**config.mk**
```make
export PLATFORM = sky130hd
export DESIGN_NAME = board_io_ctrl
export DESIGN_NICKNAME = d
export VERILOG_FILES = /design/src/rtl/board_io_ctrl.sv
export SDC_FILE = /design/constraint.sdc
export NUM_CORES = 1
export LEC_CHECK = 0
export ABC_CLOCK_PERIOD_IN_PS = 3000
export CAP_MARGIN = 10
export CELL_PAD_IN_SITES_DETAIL_PLACEMENT = 1
export CELL_PAD_IN_SITES_GLOBAL_PLACEMENT = 2
export CORE_ASPECT_RATIO = 1.5
export CORE_MARGIN = 2
export CORE_UTILIZATION = 38
export DETAILED_ROUTE_END_ITERATION = 8
export HOLD_SLACK_MARGIN = 0.12
export PLACE_DENSITY_LB_ADDON = 0.1
export SETUP_SLACK_MARGIN = 0.02
export SKIP_LAST_GASP = 1
export SLEW_MARGIN = 5
export SYNTH_ARGS = -nofsm -noshare
export SYNTH_HDL_FRONTEND = slang
export SYNTH_SLANG_ARGS = --single-unit
```
**constraint.sdc**
```tcl
create_clock -name clk_i -period 3 [get_ports clk_i]
set_input_delay 0.6 -clock clk_i [delete_from_list [all_inputs] [get_ports clk_i]]
set_output_delay 0.6 -clock clk_i [all_outputs]
set_load 0.05 [all_outputs]
```
**src/rtl/board_io_ctrl.sv**
```systemverilog
// Board I/O conditioner: button sync/debounce with edge strobes, PLL-lock
// driven core reset sequencing, and LED pulse stretching.
module board_io_ctrl #(
  parameter int unsigned NUM_BTN          = 3,
  parameter int unsigned NUM_LED          = 4,
  parameter int unsigned DEBOUNCE_CYCLES  = 500000,
  parameter int unsigned LOCK_WAIT_CYCLES = 65536,
  parameter int unsigned STRETCH_CYCLES   = 2500000
) (
  input  logic               clk_i,
  input  logic               reset_i,
  input  logic               pll_locked_i,
  input  logic [NUM_BTN-1:0] btn_i,
  input  logic [NUM_LED-1:0] led_i,
  output logic               core_reset_o,
  output logic [NUM_BTN-1:0] btn_level_o,
  output logic [NUM_BTN-1:0] btn_rise_o,
  output logic [NUM_BTN-1:0] btn_fall_o,
  output logic [NUM_LED-1:0] led_o
);

  localparam int unsigned DB_W = $clog2(DEBOUNCE_CYCLES + 1);
  localparam int unsigned LK_W = $clog2(LOCK_WAIT_CYCLES + 1);
  localparam int unsigned ST_W = (STRETCH_CYCLES == 0) ? 1 : $clog2(STRETCH_CYCLES + 1);
  localparam logic [DB_W-1:0] DB_LAST = DB_W'(DEBOUNCE_CYCLES - 1);
  localparam logic [LK_W-1:0] LK_LAST = LK_W'(LOCK_WAIT_CYCLES - 1);

  typedef enum logic [1:0] {
    ST_HOLD = 2'd0,
    ST_WAIT = 2'd1,
    ST_RUN  = 2'd2
  } state_t;

  // Two-flop synchronisers for the asynchronous inputs
  logic               lock_meta_q, lock_sync_q;
  logic [NUM_BTN-1:0] btn_meta_q, btn_sync_q;

  always_ff @(posedge clk_i) begin
    if (reset_i) begin
      lock_meta_q <= 1'b0;
      lock_sync_q <= 1'b0;
      btn_meta_q  <= '0;
      btn_sync_q  <= '0;
    end else begin
      lock_meta_q <= pll_locked_i;
      lock_sync_q <= lock_meta_q;
      btn_meta_q  <= btn_i;
      btn_sync_q  <= btn_meta_q;
    end
  end

  // Reset sequencer
  state_t          state_q, state_d;
  logic [LK_W-1:0] lock_cnt_q, lock_cnt_d;
  logic            core_reset_q, core_reset_d;

  always_comb begin
    state_d    = state_q;
    lock_cnt_d = lock_cnt_q;
    case (state_q)
      ST_HOLD: begin
        lock_cnt_d = '0;
        if (lock_sync_q) state_d = ST_WAIT;
      end
      ST_WAIT: begin
        if (!lock_sync_q) begin
          state_d    = ST_HOLD;
          lock_cnt_d = '0;
        end else if (lock_cnt_q == LK_LAST) begin
          state_d    = ST_RUN;
          lock_cnt_d = '0;
        end else begin
          lock_cnt_d = lock_cnt_q + LK_W'(1);
        end
      end
      ST_RUN: begin
        lock_cnt_d = '0;
        if (!lock_sync_q) state_d = ST_HOLD;
      end
      default: begin
        state_d    = ST_HOLD;
        lock_cnt_d = '0;
      end
    endcase
    core_reset_d = (state_d != ST_RUN);
  end

  always_ff @(posedge clk_i) begin
    if (reset_i) begin
      state_q      <= ST_HOLD;
      lock_cnt_q   <= '0;
      core_reset_q <= 1'b1;
    end else begin
      state_q      <= state_d;
      lock_cnt_q   <= lock_cnt_d;
      core_reset_q <= core_reset_d;
    end
  end

  // Debounce: accept a change after DEBOUNCE_CYCLES consecutive mismatching cycles
  logic [DB_W-1:0]    db_cnt_q [NUM_BTN];
  logic [DB_W-1:0]    db_cnt_d [NUM_BTN];
  logic [NUM_BTN-1:0] btn_level_q, btn_level_d;
  logic [NUM_BTN-1:0] btn_rise_q, btn_rise_d;
  logic [NUM_BTN-1:0] btn_fall_q, btn_fall_d;

  always_comb begin
    btn_level_d = btn_level_q;
    btn_rise_d  = '0;
    btn_fall_d  = '0;
    for (int i = 0; i < NUM_BTN; i++) begin
      db_cnt_d[i] = db_cnt_q[i];
      if (btn_sync_q[i] == btn_level_q[i]) begin
        db_cnt_d[i] = '0;
      end else if (db_cnt_q[i] == DB_LAST) begin
        db_cnt_d[i]    = '0;
        btn_level_d[i] = ~btn_level_q[i];
        // Strobes are suppressed while the core is held in reset
        btn_rise_d[i]  = ~btn_level_q[i] & ~core_reset_q;
        btn_fall_d[i]  = btn_level_q[i] & ~core_reset_q;
      end else begin
        db_cnt_d[i] = db_cnt_q[i] + DB_W'(1);
      end
    end
  end

  always_ff @(posedge clk_i) begin
    if (reset_i) begin
      btn_level_q <= '0;
      btn_rise_q  <= '0;
      btn_fall_q  <= '0;
      for (int i = 0; i < NUM_BTN; i++) db_cnt_q[i] <= '0;
    end else begin
      btn_level_q <= btn_level_d;
      btn_rise_q  <= btn_rise_d;
      btn_fall_q  <= btn_fall_d;
      for (int i = 0; i < NUM_BTN; i++) db_cnt_q[i] <= db_cnt_d[i];
    end
  end

  // LED drive, with optional stretch counters
  logic [NUM_LED-1:0] led_q;

  if (STRETCH_CYCLES == 0) begin : g_led_pass
    always_ff @(posedge clk_i) begin
      if (reset_i) led_q <= '0;
      else         led_q <= led_i;
    end
  end else begin : g_led_stretch
    logic [ST_W-1:0]    st_cnt_q [NUM_LED];
    logic [ST_W-1:0]    st_cnt_d [NUM_LED];
    logic [NUM_LED-1:0] led_d;

    always_comb begin
      led_d = '0;
      for (int i = 0; i < NUM_LED; i++) begin
        st_cnt_d[i] = st_cnt_q[i];
        led_d[i]    = led_i[i] | (st_cnt_q[i] != '0);
        if (led_i[i])                st_cnt_d[i] = ST_W'(STRETCH_CYCLES);
        else if (st_cnt_q[i] != '0)  st_cnt_d[i] = st_cnt_q[i] - ST_W'(1);
      end
    end

    always_ff @(posedge clk_i) begin
      if (reset_i) begin
        led_q <= '0;
        for (int i = 0; i < NUM_LED; i++) st_cnt_q[i] <= '0;
      end else begin
        led_q <= led_d;
        for (int i = 0; i < NUM_LED; i++) st_cnt_q[i] <= st_cnt_d[i];
      end
    end
  end

  assign core_reset_o = core_reset_q;
  assign btn_level_o  = btn_level_q;
  assign btn_rise_o   = btn_rise_q;
  assign btn_fall_o   = btn_fall_q;
  assign led_o        = led_q;

endmodule

```
# After elaboration in Yosys (flattened, before gate mapping)
# Memory sizes are Yosys's and may differ from the RTL's.
# Cells that the tools add are included.
# totals
rom_bits	0
output_inout_bits	14
elab_cells	107
ram_bits	145
latchBits	0
n_memories	2
register_bits	41
# classes
n_mul	0
n_addsub	8
muxes	29
bitwise_logic	29
n_reduce_logical	12
eq_ne	10
shifts	0
order_cmp	0
n_div	0
# mem_list
memory	words	width	rd	rd_clocked_by_memory_dff	write_ports	line	rtl
g_led_stretch.st_cnt_q	4	22	4	0	4	150	logic [ST_W-1:0] st_cnt_q [NUM_LED];
db_cnt_q	3	19	3	0	3	101	logic [DB_W-1:0] db_cnt_q [NUM_BTN];
# op_table
op	count
$mux W22	12
$mux W19	9
$reduce_bool A22 Y1	4
$sub A22 B1 Y22 const B	4
$add A19 B1 Y19 const B	3
$eq A19 B19 Y1 const B	3
$add A17 B1 Y17 const B	1
$eq A17 B16 Y1 const B	1
$not A1 Y1	12
$or A1 B1 Y1	11
$reduce_or A3 Y1	3
$mux W2	4
$and A1 B1 Y1	6
$pmux W2 S3	1
$reduce_and A2 Y1	3
$reduce_or A4 Y1	1
$eq A1 B1 Y1	3
$mux W1	3
$eq A2 B1 Y1 const B	1
$eq A2 B2 Y1 const B	1
$logic_not A2 Y1	1
$ne A2 B2 Y1 const B	1

# Depth between registers and ports, before layout
# Gate-level depths: netlist (run 1).
# logic_depth
ltp_word	5
depth_mapped	9

# Worst setup path before layout (run 1)
# Ideal clock, no wire load.
# synth_timing
path_type	register to register
start	mem g_led_stretch.st_cnt_q[2][3] in the netlist's numbering
end	mem g_led_stretch.st_cnt_q[2][19] in the netlist's numbering
period_less_slack_ns	2.266
required_time_ns	2.929
path_stages_with_launch	7
t_arrival_ns	2.195
path_slack_ns	0.734
cell_sequence	dfxtp_1 > or3_1 > buf_2 > or4b_4 > or4b_1 > or3_1 > a21oi_1
# synth_rtl
item	line
from (decl)	150

# Worst setup path in the final report (run 1)
# layout_timing
start	reg lock_cnt_q[0]
end	reg lock_cnt_q[15]
# layout_via
elab_chain_cells	2
# layout_lines
item	line	rtl
from (decl)	54	logic [LK_W-1:0] lock_cnt_q, lock_cnt_d;
from (signal assigned)	95	lock_cnt_q <= lock_cnt_d;
branches (longest 2 deep; another with $add A17 B1 Y17)	n/a	
# Parallel ways; which one is timed is not known.
# A chain may end at the register's enable or synchronous reset.

==> results of run 1 <==
==> area by class of cell <==
cell class	count	share of cell area (%)
clock buffers	19	4.626
repair buffers	31	3.182
well taps	272	3.637
clock inverters	12	1.618
multi-input cells	703	46.10
inverters	26	1.043
flip-flops and latches	186	39.79
==> final timing paths <==
| kind | cells after the start | to | slack [ps] |
|---|---|---|---|
| worst max-delay path | 7 | lock_cnt_q[15] | 520 |
| worst min-delay path | 1 | lock_sync_q | 450 |
| worst max register to register | 7 | lock_cnt_q[15] | 520 |
| worst min register to register | 1 | lock_sync_q | 450 |
==> cell families (layout without fill, tap and decap cells) <==
logic type	after synthesis	in the layout
and+or+nand+nor	469	469
DFF	186	186
xor gates and xnor gates	119	119
AOI/OAI and AO/OA	98	98
buffers and inverters	62	88
adders and majority gates	13	13
muxes	4	4
==> registers in the layout, summed over array words and instances (netlist names), 3 cells and up <==
signal                  flops
db_cnt_q                   57
btn_level_o                 3
led_o                       4
btn_rise_o                  3
btn_meta_q                  3
g_led_stretch.st_cnt_q     88
lock_cnt_q                 17
btn_fall_o                  3
btn_sync_q                  3
==> synth_stat cells, types with 9 or more instances <==
library cell	n	area share, %
nor2_1	172	7.8
inv_1	26	1.2
ha_1	13	2.0
and3_1	17	1.3
a21oi_1	42	2.5
or3_1	24	1.8
nand2_1	30	1.4
nor3_1	30	1.8
xor2_1	80	8.5
nand4_1	38	2.9
clkbuf_1	31	1.4
nor2b_1	16	1.2
nor4_1	17	1.3
or4_1	14	1.3
xnor2_1	39	4.1
a211oi_1	9	0.82
nand3_1	47	2.8
o21ai_0	11	0.67
dfxtp_1	186	45
nand2b_1	11	0.83
==> worst max-delay path, delay by kind of cell (launching register included) <==
family | cells | cell delay (ps)
compound gates | 1 | 220
flops | 1 | 370
fa+ha+maj | 2 | 490
simple gates | 4 | 1320
==> placed cells by master, fill, tap and decap left out, types with 4 or more instances in the layout <==
cell type        count
dfxtp_1            186
nand2_1             30
a31oi_1              6
nor2_1             172
clkbuf_16           17
nor4_1              17
nor4b_1              7
inv_1               26
clkinvlp_4           5
and2_1               7
a211oi_1             9
a21oi_1             42
nor3b_1              6
xnor2_1             39
xor2_1              80
or3_1               24
buf_4                7
mux2i_1              4
and4_1               8
nand3_1             47
or4_1               14
nand2b_1            11
o31ai_1              6
clkdlybuf4s50_1     22
nor2b_1             16
ha_1                13
a311oi_1             4
nor3_1              30
nand4b_1             5
o211ai_1             8
and3_1              17
or2_2                8
nand4_1             38
o21ai_0             11
==> power groups by stage <==
stage,registers [uW],logic [uW],clock network (uW)
5_1_grt,2670,730,2470
6_report,2660,649,2290
3_3_place_gp,2700,618,0
3_5_place_dp,2710,650,0
2_1_floorplan,2690,477,0
4_1_cts,2660,657,2360
==> per-layer routing <==
| layer | track usage (%) | part of all wire (%) | wire (um) | vias to the layer above |
|---|---|---|---|---|
| met5 | 0 | 0 | 0 | - |
| met4 | 6.427 | 1.5 | 308 | 0 |
| met3 | 3.687 | 2.3 | 459 | 27 |
| met2 | 34.34 | 53 | 10650 | 57 |
| met1 | 20.36 | 43 | 8490 | 3308 |
| li1 | - | - | - | 3346 |
==> through the flow <==
step	setup slack (ps)	area (sq um)	utilization (%)	hold WS (ps)
detailed placement	546.9	8773	40.71	441.9
global placement	609.6	8773	40.71	432.4
floorplan	734.4	8273	-	413.3
finish	519.8	9358	43.42	451.4
global route	306.4	9358	43.42	478.7
CTS	509.8	9358	43.42	457.6
==> run summary, run 1 <==
Post CTS Setup Buffer Count: 0
Synth Area in Adders: 1.966%
Hold Crit Start: lock_meta_q
Final Total Pwr: 5596 uW
Fmax: 403.2 MHz
CP Capture Type: flip-flop
Synth Cell Area: 8273 sq um
Fin crit share: 82.67%
Slowest cell on crit path: or4_1
Clk pin slew, worst setup/hold paths: 70 ps
Number of global-route vias before repair: 7259
Clock network fraction of total power: 40.9%
Initial antenna violation count: 0
CTS buffer count: 17
Num Clock Sinks: 186
DIE AREA: 22990 sq um
Combinational family with the most area after synthesis: simple AND/OR/NAND/NOR gates
Gate power share: 11.6%
# nets final: 988
Placement Rows: 66
Net Sw Power: 1473 uW
Register area: 3724 sq um
Syn_area_per_cell: 8.699 sq um
Sequential Power Share: 47.5%
ANT nets after route: 0
First-pass GRT wire length: 35.07 mm
Final setup vio count: 0
Max-cap violation count: 0
Cts repair resizes: 0
Critical Path RT: 3360 ps
Leak pwr: 0.003214 uW
Ant diodes: 0
Total GRT Usage: 18.28%
Simple-gate area share of the yosys netlist: 29.73%
RR Startpoint: lock_cnt_q[0]
Post-Syn Nets: 974
Yosys reg bits: 186
Largest net degree at the start of global routing: 58
Internal power: 4123 uW
Post-DP HPWL: 14.03 mm
Placeable Area: 21550 sq um
Yosys Warn Count: 0
Synth Area in XOR/XNOR: 12.60%
Initial DRT Pass Iterations: 4
Slew Viols, Final: 0
Hold-fix buffer count after cts: 0
# DRC: 0
IO buf count: 23
H-tree levels: 4
Synth Area in Compound Gates: 7.365%
RSZ-0062 raised after global routing: false
Area used by multi-input combinational logic: 4314 sq um
Fin. Hold Viols: 0
Critical path class: reg -> reg
Worst vdd ir: 0.4193 mV
Post-route minimum period: 2480 ps
PwrDens: 598.0 nW/um^2
EDFF count, synth: 0
Min-Delay Path Class: reg -> reg
Critical path launch point type: flip-flop
Gr ovfl total: 0
CP Max Fanout: 17
Drt initial violations: 294
CTS tree: yes
Number of instances in the placed design: 1218
Area delta synth->final: 13.11%
Clk_skew: 8.584 ps
Worst skew pair latency: 440 ps
Post-Layout Cell Count: 1249
Worst-case clock buffer depth: 2
Slowest stage delay, CP: 770 ps
Initial Util: 38.38%
Leading register cell type out of synthesis: dfxtp_1
Die H: 184.7 um
Async SR Flop Fraction: 0%
Setup TNS: 0 ps
CTS Root Cell: clkbuf_16
Mapped Cells: 951
CP arrival: 2840 ps
Die X: 124.5 um
Crit-path most repeated cell: and3_1
Post-synthesis sequential area ratio: 45.01%
Yosys cell types: 50
Net Sw Frac: 26.32%
Vias per cell: 5.395
Slew margin rel.: 45.10%
Status: completed
Share of cells above drive strength 1: 5.322%
GP Congestion: 0.8220
Top Ports: 24
Worst slew pin tran: 817.2 ps
WL final: 19.91 mm
Vias: 6738
Avg WL per Cell: 15.94 um
CP cell instances: ha_1 -> and3_1 -> and3_1 -> and3_1 -> ha_1 -> or4_1 -> a21oi_1
# fillers: 2529
Crit path from: lock_cnt_q[0]
Post-synthesis mux area share: 0.4840%
Power figures use the tool's default switching activity.
==> run 2, diff against run 1 <==
--- a/config.mk
+++ b/config.mk
@@ -5,13 +5,13 @@
 export SDC_FILE = /design/constraint.sdc
 export NUM_CORES = 1
 export LEC_CHECK = 0
-export ABC_CLOCK_PERIOD_IN_PS = 3000
+export ABC_CLOCK_PERIOD_IN_PS = 2100
 export CAP_MARGIN = 10
 export CELL_PAD_IN_SITES_DETAIL_PLACEMENT = 1
 export CELL_PAD_IN_SITES_GLOBAL_PLACEMENT = 2
 export CORE_ASPECT_RATIO = 1.5
 export CORE_MARGIN = 2
-export CORE_UTILIZATION = 38
+export CORE_UTILIZATION = 35
 export DETAILED_ROUTE_END_ITERATION = 8
 export HOLD_SLACK_MARGIN = 0.12
 export PLACE_DENSITY_LB_ADDON = 0.1
==> constraint.sdc (replaced) <==
create_clock -name clk_i -period 2.1 [get_ports clk_i]
set_input_delay 0.42 -clock clk_i [delete_from_list [all_inputs] [get_ports clk_i]]
set_output_delay 0.42 -clock clk_i [all_outputs]
set_load 0.05 [all_outputs]
==> run 2 against run 1 <==
The run now ends with negative setup slack left; clock skew is essentially flat; sequential power grew 42%; worst setup slack lost 640 ps; design area grew 11%; maximum frequency grew 11%; die area grew 8.3%; clock power grew 42%; cell count grew 11%; global-route usage shrank 1.7 points; wire length shrank 0.34%; critical path depth shrank 2; critical path type unchanged; critical endpoint is now g_led_stretch.st_cnt_q[2][19].
==> run summary, run 2 (synthesis gave the netlist of run 1 again) <==
Largest net degree at the start of global routing: 58 (unchanged)
Top Ports: 24 (unchanged)
Most frequent cells in the layout: dfxtp_1 (175), nor2_1 (167), buf_4 (88) (was dfxtp_1 (186), nor2_1 (172), xor2_1 (80))
Reg with most FFs: g_led_stretch.st_cnt_q (unchanged)
Leak pwr: 0.003802 uW (was 0.003214 uW)
Critical path launch point type: flip-flop (unchanged)
Clk_skew: 9.080 ps (was 8.584 ps)
Drt initial violations: 230 (was 294)
CP cell instances: or3_4 -> or4b_4 -> or4b_4 -> or3_1 -> a21oi_1 (was ha_1 -> and3_1 -> and3_1 -> and3_1 -> ha_1 -> or4_1 -> a21oi_1)
Met1 wire length: 8.521 mm (was 8.490 mm)
Initial DRT Pass Iterations: 4 (unchanged)
Final core occ: 45.07% (was 43.42%)
DP Worst Slack: -127.7 ps (was 546.9 ps)
Vias: 6925 (was 6738)
Setup ws final: -124.5 ps (was 519.8 ps)
Vias per cell: 5.007 (was 5.395)
CTS buffer count: 17 (unchanged)
ANT nets after route: 0 (unchanged)
Worst skew pair latency: 430 ps (was 440 ps)
Min-Delay Path Class: reg -> reg (unchanged)
Total GRT Usage: 16.59% (was 18.28%)
H-tree levels: 4 (unchanged)
Num Clock Sinks: 186 (unchanged)
CTS tree: yes (unchanged)
CP Capture Type: flip-flop (unchanged)
Max-cap violation count: 0 (unchanged)
WL final: 19.84 mm (was 19.91 mm)
Top Registers: g_led_stretch.st_cnt_q: 88 flops, db_cnt_q: 57 flops, lock_cnt_q: 17 flops (unchanged)
# nets final: 1078 (was 988)
First-pass GRT wire length: 33.50 mm (was 35.07 mm)
CP Max Fanout: 2 (was 17)
Number of global-route vias before repair: 7087 (was 7259)
Post-DP HPWL: 13.86 mm (was 14.03 mm)
PwrDens: 794.7 nW/um^2 (was 598.0 nW/um^2)
Die H: 192.3 um (was 184.7 um)
Placeable Area: 23140 sq um (was 21550 sq um)
Final Total Pwr: 8289 uW (was 5596 uW)
Area delta synth->final: 26.07% (was 13.11%)
Area used by multi-input combinational logic: 4561 sq um (was 4314 sq um)
IO buf count: 23 (unchanged)
Avg WL per Cell: 14.35 um (was 15.94 um)
Violated checks: negative setup slack
Ant diodes: 0 (unchanged)
Worst-case clock buffer depth: 2 (unchanged)
Slew Viols, Final: 0 (unchanged)
Slowest cell on crit path: or4b_4 (was or4_1)
# DRC: 0 (unchanged)
Max FFs per register: 88 (unchanged)
Initial Util: 35.75% (was 38.38%)
Initial antenna violation count: 0 (unchanged)
Share of cells above drive strength 1: 17.98% (was 5.322%)
# fillers: 2713 (was 2529)
Commonest non-fill, non-tap cell in the layout: dfxtp_1 (unchanged)
Gr ovfl total: 0 (unchanged)
Critical Path RT: 2460 ps (was 3360 ps)
Met2 wire len: 10.78 mm (was 10.65 mm)
GP Congestion: 0.7684 (was 0.8220)
CP arrival: 2580 ps (was 2840 ps)
Top Layer Used: met4 (unchanged)
Placement Rows: 68 (was 66)
Status: complete, but fails checks (was completed)
DR WL met3: 369 um (was 459 um)
Post-route minimum period: 2225 ps (was 2480 ps)
Worst vdd ir: 0.5519 mV (was 0.4193 mV)
Worst slew pin tran: 512.7 ps (was 817.2 ps)
Critical path class: reg -> reg (unchanged)
Crit-path most repeated cell: or4b_4 (was and3_1)
Fin. Hold Viols: 0 (unchanged)
Die X: 129.5 um (was 124.5 um)
Fin crit share: 105.9% (was 82.67%)
Clk pin slew, worst setup/hold paths: 70 ps (about the same)
Final setup vio count: 1 (was 0)
DIE AREA: 24910 sq um (was 22990 sq um)
Slew margin rel.: 65.77% (was 45.10%)
Register area: 3737 sq um (was 3724 sq um)
RSZ-0062 raised after global routing: true (was false)
Slowest stage delay, CP: 520 ps (was 770 ps)
CTS Root Cell: clkbuf_16 (unchanged)
Fmax: 449.5 MHz (was 403.2 MHz)
run 2: changes by cell type in the layout (fill, tap and decap cells not counted), sizes merged, moves of 2 or more:
cell / delta
clkinv: -2
clkinvlp: -2
dlymetal6s2s: +3
inv: +7
clkdlybuf4s50: -4
buf: +89
run 2: final timing paths:
kind	slack, ps	cells after the start	start	end
min	440	1	state_q[0]	state_q[0]
min reg2reg	440	1	state_q[0]	state_q[0]
max	-120	5	g_led_stretch.st_cnt_q[2][7]	g_led_stretch.st_cnt_q[2][19]
max reg2reg	-120	5	g_led_stretch.st_cnt_q[2][7]	g_led_stretch.st_cnt_q[2][19]
run 2: worst max-delay path, delay by kind of cell, from the launching register on:
| family | cells | cell delay, ps |
|---|---|---|
| DFF | 1 | 330 |
| AOI/OAI and AO/OA | 1 | 120 |
| and+or+nand+nor | 4 | 1700 |
run 2: layout make-up:
| class | count | share of cell area, % |
|---|---|---|
| Inverter | 26 | 0.9357 |
| Multi-Input combinational cell | 703 | 43.73 |
| Clock inverter | 14 | 1.512 |
| Clock buffer | 18 | 4.115 |
| Tap cell | 315 | 3.779 |
| Timing Repair Buffer | 121 | 10.10 |
| Sequential cell | 186 | 35.83 |
run 2: per-layer routing:
metal	track usage (%)	vias up
met1	18.55	3348
li1	-	3521
met4	4.715	0
met5	0	-
met2	31.50	47
met3	3.161	9
run 2: power by group:
part | switching, uW | internal (uW)
logic | 651 | 611
registers | 114 | 3660
clock network | 1470 | 1780
total | 2230 | 6050
run 2: stage by stage:
step / TNS [ps] / cell area [sq um] / hold WS (ps) / std cells
2_1_floorplan: -222.1 / 8352 / 413.5 / 951
3_3_place_gp: -279.8 / 9492 / 416.6 / 1340
3_5_place_dp: -462.5 / 9492 / 434.8 / 1340
4_1_cts: -132.8 / 10130 / 434.7 / 1373
5_1_grt: -312.6 / 10430 / 455.7 / 1383
6_report: -124.5 / 10430 / 439.0 / 1383
run 2: what timing repair did:
action / in CTS / in global routing
pin swaps: 5 / 16
hold buffers: 0 / 0
gates cloned: 0 / 1
hold endpoints to repair: 0 / 0
setup buffers: 1 / 9
gates resized for setup: 12 / 50
setup endpoints to repair: 21 / 51
==> run 3, diff against run 2 <==
--- a/config.mk
+++ b/config.mk
@@ -5,6 +5,7 @@
 export SDC_FILE = /design/constraint.sdc
 export NUM_CORES = 1
 export LEC_CHECK = 0
+export ABC_AREA = 0
 export ABC_CLOCK_PERIOD_IN_PS = 2100
 export CAP_MARGIN = 10
 export CELL_PAD_IN_SITES_DETAIL_PLACEMENT = 1
==> results of run 3 <==
The final DEF is identical to that of run 2; final timing and power are the same.
